**src/rtl/rinv_qt_mult.sv**
```systemverilog
// rinv_qt_mult: sequential A^-1 = R^-1 * Q^T using one shared signed multiplier
module rinv_qt_mult #(
  parameter int WORD_LENGTH     = 16,
  parameter int FRACTION_LENGTH = 12
) (
  input  logic                          clk,
  input  logic                          rst,
  input  logic signed [WORD_LENGTH-1:0] inv_a11,
  input  logic signed [WORD_LENGTH-1:0] inv_a12,
  input  logic signed [WORD_LENGTH-1:0] inv_a13,
  input  logic signed [WORD_LENGTH-1:0] inv_a22,
  input  logic signed [WORD_LENGTH-1:0] inv_a23,
  input  logic signed [WORD_LENGTH-1:0] inv_a33,
  input  logic signed [WORD_LENGTH-1:0] q11,
  input  logic signed [WORD_LENGTH-1:0] q12,
  input  logic signed [WORD_LENGTH-1:0] q13,
  input  logic signed [WORD_LENGTH-1:0] q21,
  input  logic signed [WORD_LENGTH-1:0] q22,
  input  logic signed [WORD_LENGTH-1:0] q23,
  input  logic signed [WORD_LENGTH-1:0] q31,
  input  logic signed [WORD_LENGTH-1:0] q32,
  input  logic signed [WORD_LENGTH-1:0] q33,
  input  logic                          valid,
  input  logic                          err_in,
  output logic signed [WORD_LENGTH-1:0] ainv11,
  output logic signed [WORD_LENGTH-1:0] ainv12,
  output logic signed [WORD_LENGTH-1:0] ainv13,
  output logic signed [WORD_LENGTH-1:0] ainv21,
  output logic signed [WORD_LENGTH-1:0] ainv22,
  output logic signed [WORD_LENGTH-1:0] ainv23,
  output logic signed [WORD_LENGTH-1:0] ainv31,
  output logic signed [WORD_LENGTH-1:0] ainv32,
  output logic signed [WORD_LENGTH-1:0] ainv33,
  output logic                          done,
  output logic                          busy,
  output logic                          Error
);
  localparam int W  = WORD_LENGTH;
  localparam int AW = 2 * W + 2;
  typedef enum logic [1:0] {IDLE, CALC, WRITE} state_t;
  state_t state;
  logic signed [W-1:0]   ra  [6];
  logic signed [W-1:0]   rq  [9];
  logic signed [W-1:0]   res [9];
  logic                  err_l, sat;
  logic [4:0]            step;
  logic signed [AW-1:0]  acc;
  logic [1:0]            col, kk, row;
  logic [2:0]            pp;
  logic [3:0]            qi, ri;
  logic                  last, ov;
  logic signed [2*W-1:0] prod;
  logic signed [AW-1:0]  sum, sh;
  logic signed [W-1:0]   fin;
  // Step s -> column s/6, and within a column the 6 products follow the
  // packed R^-1 order a11,a12,a13,a22,a23,a33, so pp indexes ra directly.
  assign col  = step >= 5'd12 ? 2'd2 : step >= 5'd6 ? 2'd1 : 2'd0;
  assign pp   = 3'(step - 5'd6 * {3'd0, col});
  assign kk   = pp == 3'd0 ? 2'd0 : (pp == 3'd1 || pp == 3'd3) ? 2'd1 : 2'd2;
  assign row  = pp < 3'd3 ? 2'd0 : pp < 3'd5 ? 2'd1 : 2'd2;
  assign last = pp == 3'd2 || pp == 3'd4 || pp == 3'd5;
  assign qi   = {2'd0, col} * 4'd3 + {2'd0, kk};
  assign ri   = {2'd0, row} * 4'd3 + {2'd0, col};
  assign prod = ra[pp] * rq[qi];
  assign sum  = acc + AW'(prod);
  assign sh   = sum >>> FRACTION_LENGTH;
  // Saturate when the bits above the result sign are not a pure sign extension.
  assign ov   = !(&sh[AW-1:W-1] || !(|sh[AW-1:W-1]));
  assign fin  = ov ? (sh[AW-1] ? {1'b1, {(W-1){1'b0}}} : {1'b0, {(W-1){1'b1}}}) : sh[W-1:0];
  assign busy = state != IDLE;
  // Control FSM, operand capture, multiply-accumulate and result publication.
  always_ff @(posedge clk) begin
    if (rst) begin
      state <= IDLE;
      step  <= '0;
      acc   <= '0;
      sat   <= 1'b0;
      err_l <= 1'b0;
      done  <= 1'b0;
      Error <= 1'b0;
      for (int n = 0; n < 9; n++) res[n] <= '0;
      {ainv11, ainv12, ainv13, ainv21, ainv22, ainv23, ainv31, ainv32, ainv33} <= '0;
    end else begin
      done <= 1'b0;
      case (state)
        IDLE: if (valid) begin
          ra    <= '{inv_a11, inv_a12, inv_a13, inv_a22, inv_a23, inv_a33};
          rq    <= '{q11, q12, q13, q21, q22, q23, q31, q32, q33};
          err_l <= err_in;
          acc   <= '0;
          sat   <= 1'b0;
          step  <= '0;
          state <= CALC;
        end
        CALC: begin
          acc   <= last ? '0 : sum;
          if (last) res[ri] <= fin;
          sat   <= sat | (last & ov);
          step  <= step == 5'd17 ? 5'd0 : step + 5'd1;
          state <= step == 5'd17 ? WRITE : CALC;
        end
        WRITE: begin
          {ainv11, ainv12, ainv13, ainv21, ainv22, ainv23, ainv31, ainv32, ainv33} <=
            {res[0], res[1], res[2], res[3], res[4], res[5], res[6], res[7], res[8]};
          Error <= err_l | sat;
          done  <= 1'b1;
          state <= IDLE;
        end
        default: state <= IDLE;
      endcase
    end
  end
endmodule

```
**config.mk**
```make
export PLATFORM = sky130hd
export DESIGN_NAME = rinv_qt_mult
export DESIGN_NICKNAME = d
export VERILOG_FILES = /design/src/rtl/rinv_qt_mult.sv
export SDC_FILE = /design/constraint.sdc
export NUM_CORES = 2
export LEC_CHECK = 0
export CAP_MARGIN = 30
export CORE_AREA = 8 8 296 298
export CTS_BUF_LIST = sky130_fd_sc_hd__clkbuf_8 sky130_fd_sc_hd__clkbuf_16
export DETAILED_ROUTE_END_ITERATION = 6
export DIE_AREA = 0 0 304 306
export PLACE_DENSITY_LB_ADDON = 0.08
export SYNTH_ARGS = -nofsm -noshare
export SYNTH_HDL_FRONTEND = slang
export SYNTH_SLANG_ARGS = --single-unit
export TNS_END_PERCENT = 100
```
**constraint.sdc**
```tcl
create_clock -name clk -period 20.1 [get_ports clk]
set_input_delay 2.01 -clock clk [delete_from_list [all_inputs] [get_ports clk]]
set_output_delay 2.01 -clock clk [all_outputs]
set_load 0.02 [all_outputs]
```
# == After elaboration in Yosys (flattened, before gate mapping) ==
# Memory sizes are Yosys's and may differ from the RTL's. A register that Yosys moved wholly into a read port is not among the register bits.
# Index checks and enable logic that the tools add are counted.
# word_totals
mem_count,1
wordCells,104
ram_bits,144
out_inout_bits,147
ff_bits,285
input_bits,244
# memory_table
name,words,word_bits,rd,rd_ports_with_merged_regs,wr,line_no,text
res,9,16,9,9,9,44,logic signed [W-1:0] res [9];
# op_classes
multipliers,4
eq_ne,9
magnitude_cmp,6
reduce_logical,16
muxes,35
addsub,5
bitwise_logic,6
# op_table
op,count
16-bit 2-to-1 mux,7
34-bit 2-to-1 mux,2
34-bit one-hot mux with 2 select lines,1
16-bit binary-select mux with 4-bit select,1
16-bit binary-select mux with 3-bit select,1
34-bit by 32-bit adder with 34-bit output,1
16-bit by 16-bit multiplier with 32-bit output,1
16-bit OR reduction,1
2-bit 2-to-1 mux,7
1-bit 2-to-1 mux,10
5-bit 2-to-1 mux,2
5-bit one-hot mux with 2 select lines,1
4-bit by 2-bit adder with 4-bit output,2
2-bit by 2-bit multiplier with 4-bit output (second input constant),2
7-bit AND reduction,1
7-bit OR reduction,1
3-bit by 2-bit equality test with 1-bit output (second input constant),2
3-bit equality test (second input constant),2
5-bit by 1-bit adder with 5-bit output (second input constant),1
5-bit equality test (second input constant),1
5-bit by 3-bit greater-or-equal comparator with 1-bit output (second input constant),1
5-bit by 4-bit greater-or-equal comparator with 1-bit output (second input constant),1
5-bit greater-or-equal comparator (second input constant),1
4-bit NOT with 5-bit output,1
other kinds (23),30

# == Logic depth before layout (Yosys ltp) ==
# depth
depth_word,23
mapped_depth,43
ltp_nobuf,36

# == Worst setup path before layout ==
# No wires, ideal clock.
# synth_path
path_type,input-to-reg
start,input port rst
end,register state[0]
setup_ns,0.119
path_stages,3
arrival_time_ns,13.033
t_required_ns,19.981
setup_slack_ns,6.948
cell_sequence,clkbuf_1 -> nor2_1 -> or2_2
# synth_lines
element,line_no,text
from (decl),7,"input logic rst,"
to (signal assigned),100,state <= step == 5'd17 ? WRITE : CALC;
to (decl),41,state_t state;

==> flow_summary.json <==
{
  "setup_tns_ns": 0,
  "drtAntennaViolNets": 0,
  "synthesis.nets": 3521,
  "hpwl_um": 71100,
  "drc_errors": 0,
  "synth_adder_area_share": 0.230,
  "cts_tree": "yes",
  "synth.distinct_cells": 64,
  "yosys_warnings": 0,
  "crit_slowest_cell": "fa_1",
  "crit_type": "register to register",
  "status": "finished, final reports clean",
  "fin_crit_sh": 0.645,
  "first_global_vias": 23700,
  "synth_top_family_by_area": "adder cells",
  "clk-insertion-delay-late_ns": 0.64,
  "cts_made_buffers": 60,
  "vias": 22100,
  "wl_per_cell_um": 21.1,
  "areaGrowthSynthToFinish_pct": 23.0,
  "slew_violations": 0,
  "critPathMaxStageDelay_ns": 0.77,
  "cts_resized": 0,
  "cts-root-buf": "clkbuf_16",
  "io_pins": 391,
  "end_kind": "register",
  "relSlewSlack": 0.292,
  "synth_ff_type": "edfxtp_1",
  "synthXorXnorAreaFrac": 0.0117,
  "wl_um": 92000,
  "drtIter0Drc": 1271,
  "grt_setup_unrepaired": "false",
  "syn_area_mm2": 0.0328,
  "yosysSeqAreaShare": 0.467,
  "synth_seq_cells": 573,
  "synth_cells": 2858,
  "antenna_found_initial": 4,
  "final-setup-viol-count": 0,
  "nNetsFinal": 3886,
  "worstPathArrival_ns": 13.31,
  "dieArea_mm2": 0.0930,
  "grt_pass1_wl_um": 142000,
  "max_cap_violations": 0,
  "gp_congestion": 0.844,
  "htreeDepth": 2,
  "synth.avg_cell_area_um2": 11.5,
  "grt_usage": 0.194,
  "finish.utilization": 0.487,
  "num-fill-cells": 7474,
  "synthMuxAreaShare": 0.0533,
  "cts.path.max_buffers": 3,
  "hold_viol_final": 0,
  "worst_slack_ns": 7.13,
  "place.port_buffers": 390,
  "synth_compound_gate_area_share": 0.0837,
  "cts_hold_buffers": 0,
  "dp_slack_ns": 7.14,
  "worstPathRequired_ns": 20.44,
  "rows": 106,
  "crit_fanout": 75,
  "drive_gt1_frac": 0.0795,
  "die_w_um": 304,
  "fmax_mhz": 77.1,
  "period_minus_slack_ns": 12.97,
  "async_reset_ff_frac": 0,
  "critPathLaunchType": "register",
  "tightest_slew_ns": 1.06,
  "grt_max_degree": 95,
  "dr.pass1.iters": 5,
  "clock-sinks": 573,
  "gr-total-overflow": 0,
  "initial_core_util": 0.396,
  "post_cts_buffers": 0,
  "min_path_type": "register to register",
  "core_area_mm2": 0.0829,
  "die_h_um": 306,
  "yosys.area_share.simple": 0.0958,
  "vias_per_cell": 5.07,
  "synth_edf_count": 384,
  "clock-skew-final_ns": 0.0480,
  "clk_transition_reported_paths_ns": 0.06
}
[worst paths after layout]
path | from | to | slack, ns | cells after the start
worst max-delay path | step[2]$_SDFFE_PP0P_ | res[1][3]$_SDFFCE_PN0P_ | 7.13 | 37
worst min-delay path | ainv22[2]$_SDFFE_PP0P_ | ainv22[2]$_SDFFE_PP0P_ | 0.45 | 2
worst max register to register | step[2]$_SDFFE_PP0P_ | res[1][3]$_SDFFCE_PN0P_ | 7.13 | 37
worst min register to register | ainv22[2]$_SDFFE_PP0P_ | ainv22[2]$_SDFFE_PP0P_ | 0.45 | 2
[layout make-up]
class	count	area, µm²	area share
antenna	2	5.00	0.000124
clock buffer	73	1730	0.0428
clock inverter	36	327	0.00809
inverter	365	1370	0.0339
multi-input combinational	1776	15800	0.391
sequential	573	15300	0.379
tap	1080	1350	0.0335
timing repair buffer	447	4490	0.111
[worst max-delay path: cells and delay by family (launching register included)]
kind / cells / cell delay [ns]
AO/OA/AOI/OAI: 7 / 1.55
XOR/XNOR: 2 / 0.61
flip-flops: 1 / 0.39
buffers and inverters: 10 / 2.70
AND/OR/NAND/NOR: 5 / 1.59
multiplexers: 2 / 0.59
adder cells (fa/ha/maj): 11 / 5.13
[layer usage]
metal	up-vias	track usage	part of all wire
met5	-	0	0.00029
met4	4	0.0573	0.028
met3	144	0.0409	0.056
met2	584	0.337	0.49
met1	11000	0.244	0.42
li1	10300	-	-
[cell usage after synthesis, types with 12 or more instances]
library cell	n	share of area
nor2_1	194	0.022
edfxtp_1	384	0.35
buf_2	12	0.0018
buf_1	13	0.0015
fa_1	308	0.19
mux4_2	48	0.033
mux2i_1	50	0.015
a21oi_1	182	0.028
nand2b_1	20	0.0038
and2_1	13	0.0025
clkbuf_1	119	0.014
a211oi_1	142	0.032
mux2_2	15	0.0051
inv_1	364	0.042
xor2_1	15	0.0040
o21ai_0	47	0.0072
dfxtp_1	189	0.12
nand3_1	13	0.0020
ha_1	111	0.042
nand2_1	464	0.053
xnor2_1	23	0.0061
[kinds of logic (layout without fill, tap and decap cells)]
kind of cell	after synthesis	after routing
simple gates	765	765
mux	113	113
buf+inv	509	921
other cells	0	2
fa+ha+maj	419	419
xor+xnor	40	40
flops	573	573
compound gates	439	439
[registers in the layout (all words and copies together), names as in the netlist, 34 cells and up]
| name | cells |
|---|---|
| rq | 144 |
| ra | 96 |
| res | 144 |
| acc | 34 |
[placed cells by master (no fill, tap or decap), types with 6 or more instances in the layout]
cell type,instances
xor2_2,6
nand4_1,9
ha_1,110
clkinv_2,10
nand2_1,464
clkbuf_16,64
mux2i_1,49
inv_1,369
nand2b_1,19
nor2_1,192
a211oi_1,142
o21ai_0,47
nor3_1,9
xnor2_2,7
fa_1,307
edfxtp_1,384
or2_2,7
clkdlybuf4s50_1,389
xor2_1,9
a21oi_1,178
nor2b_1,8
a21o_1,6
nand3_1,13
mux4_2,48
and2_1,13
clkinv_1,9
dfxtp_1,188
o211ai_1,7
buf_8,7
xnor2_1,16
clkbuf_8,9
mux2_2,15
buf_4,43
a22o_1,8
[through the flow]
stage	hold WS, ns	instances	instance area [µm²]
floorplan	0.425	2858	32800
global placement	0.438	4222	38000
detailed placement	0.448	4239	38200
CTS	0.457	4348	40300
global route	0.462	4351	40400
finish	0.451	4352	40400
Power is left out: the tool's default activity adds up to more than one toggle a clock period on the data nets, which glitch-free logic cannot reach.
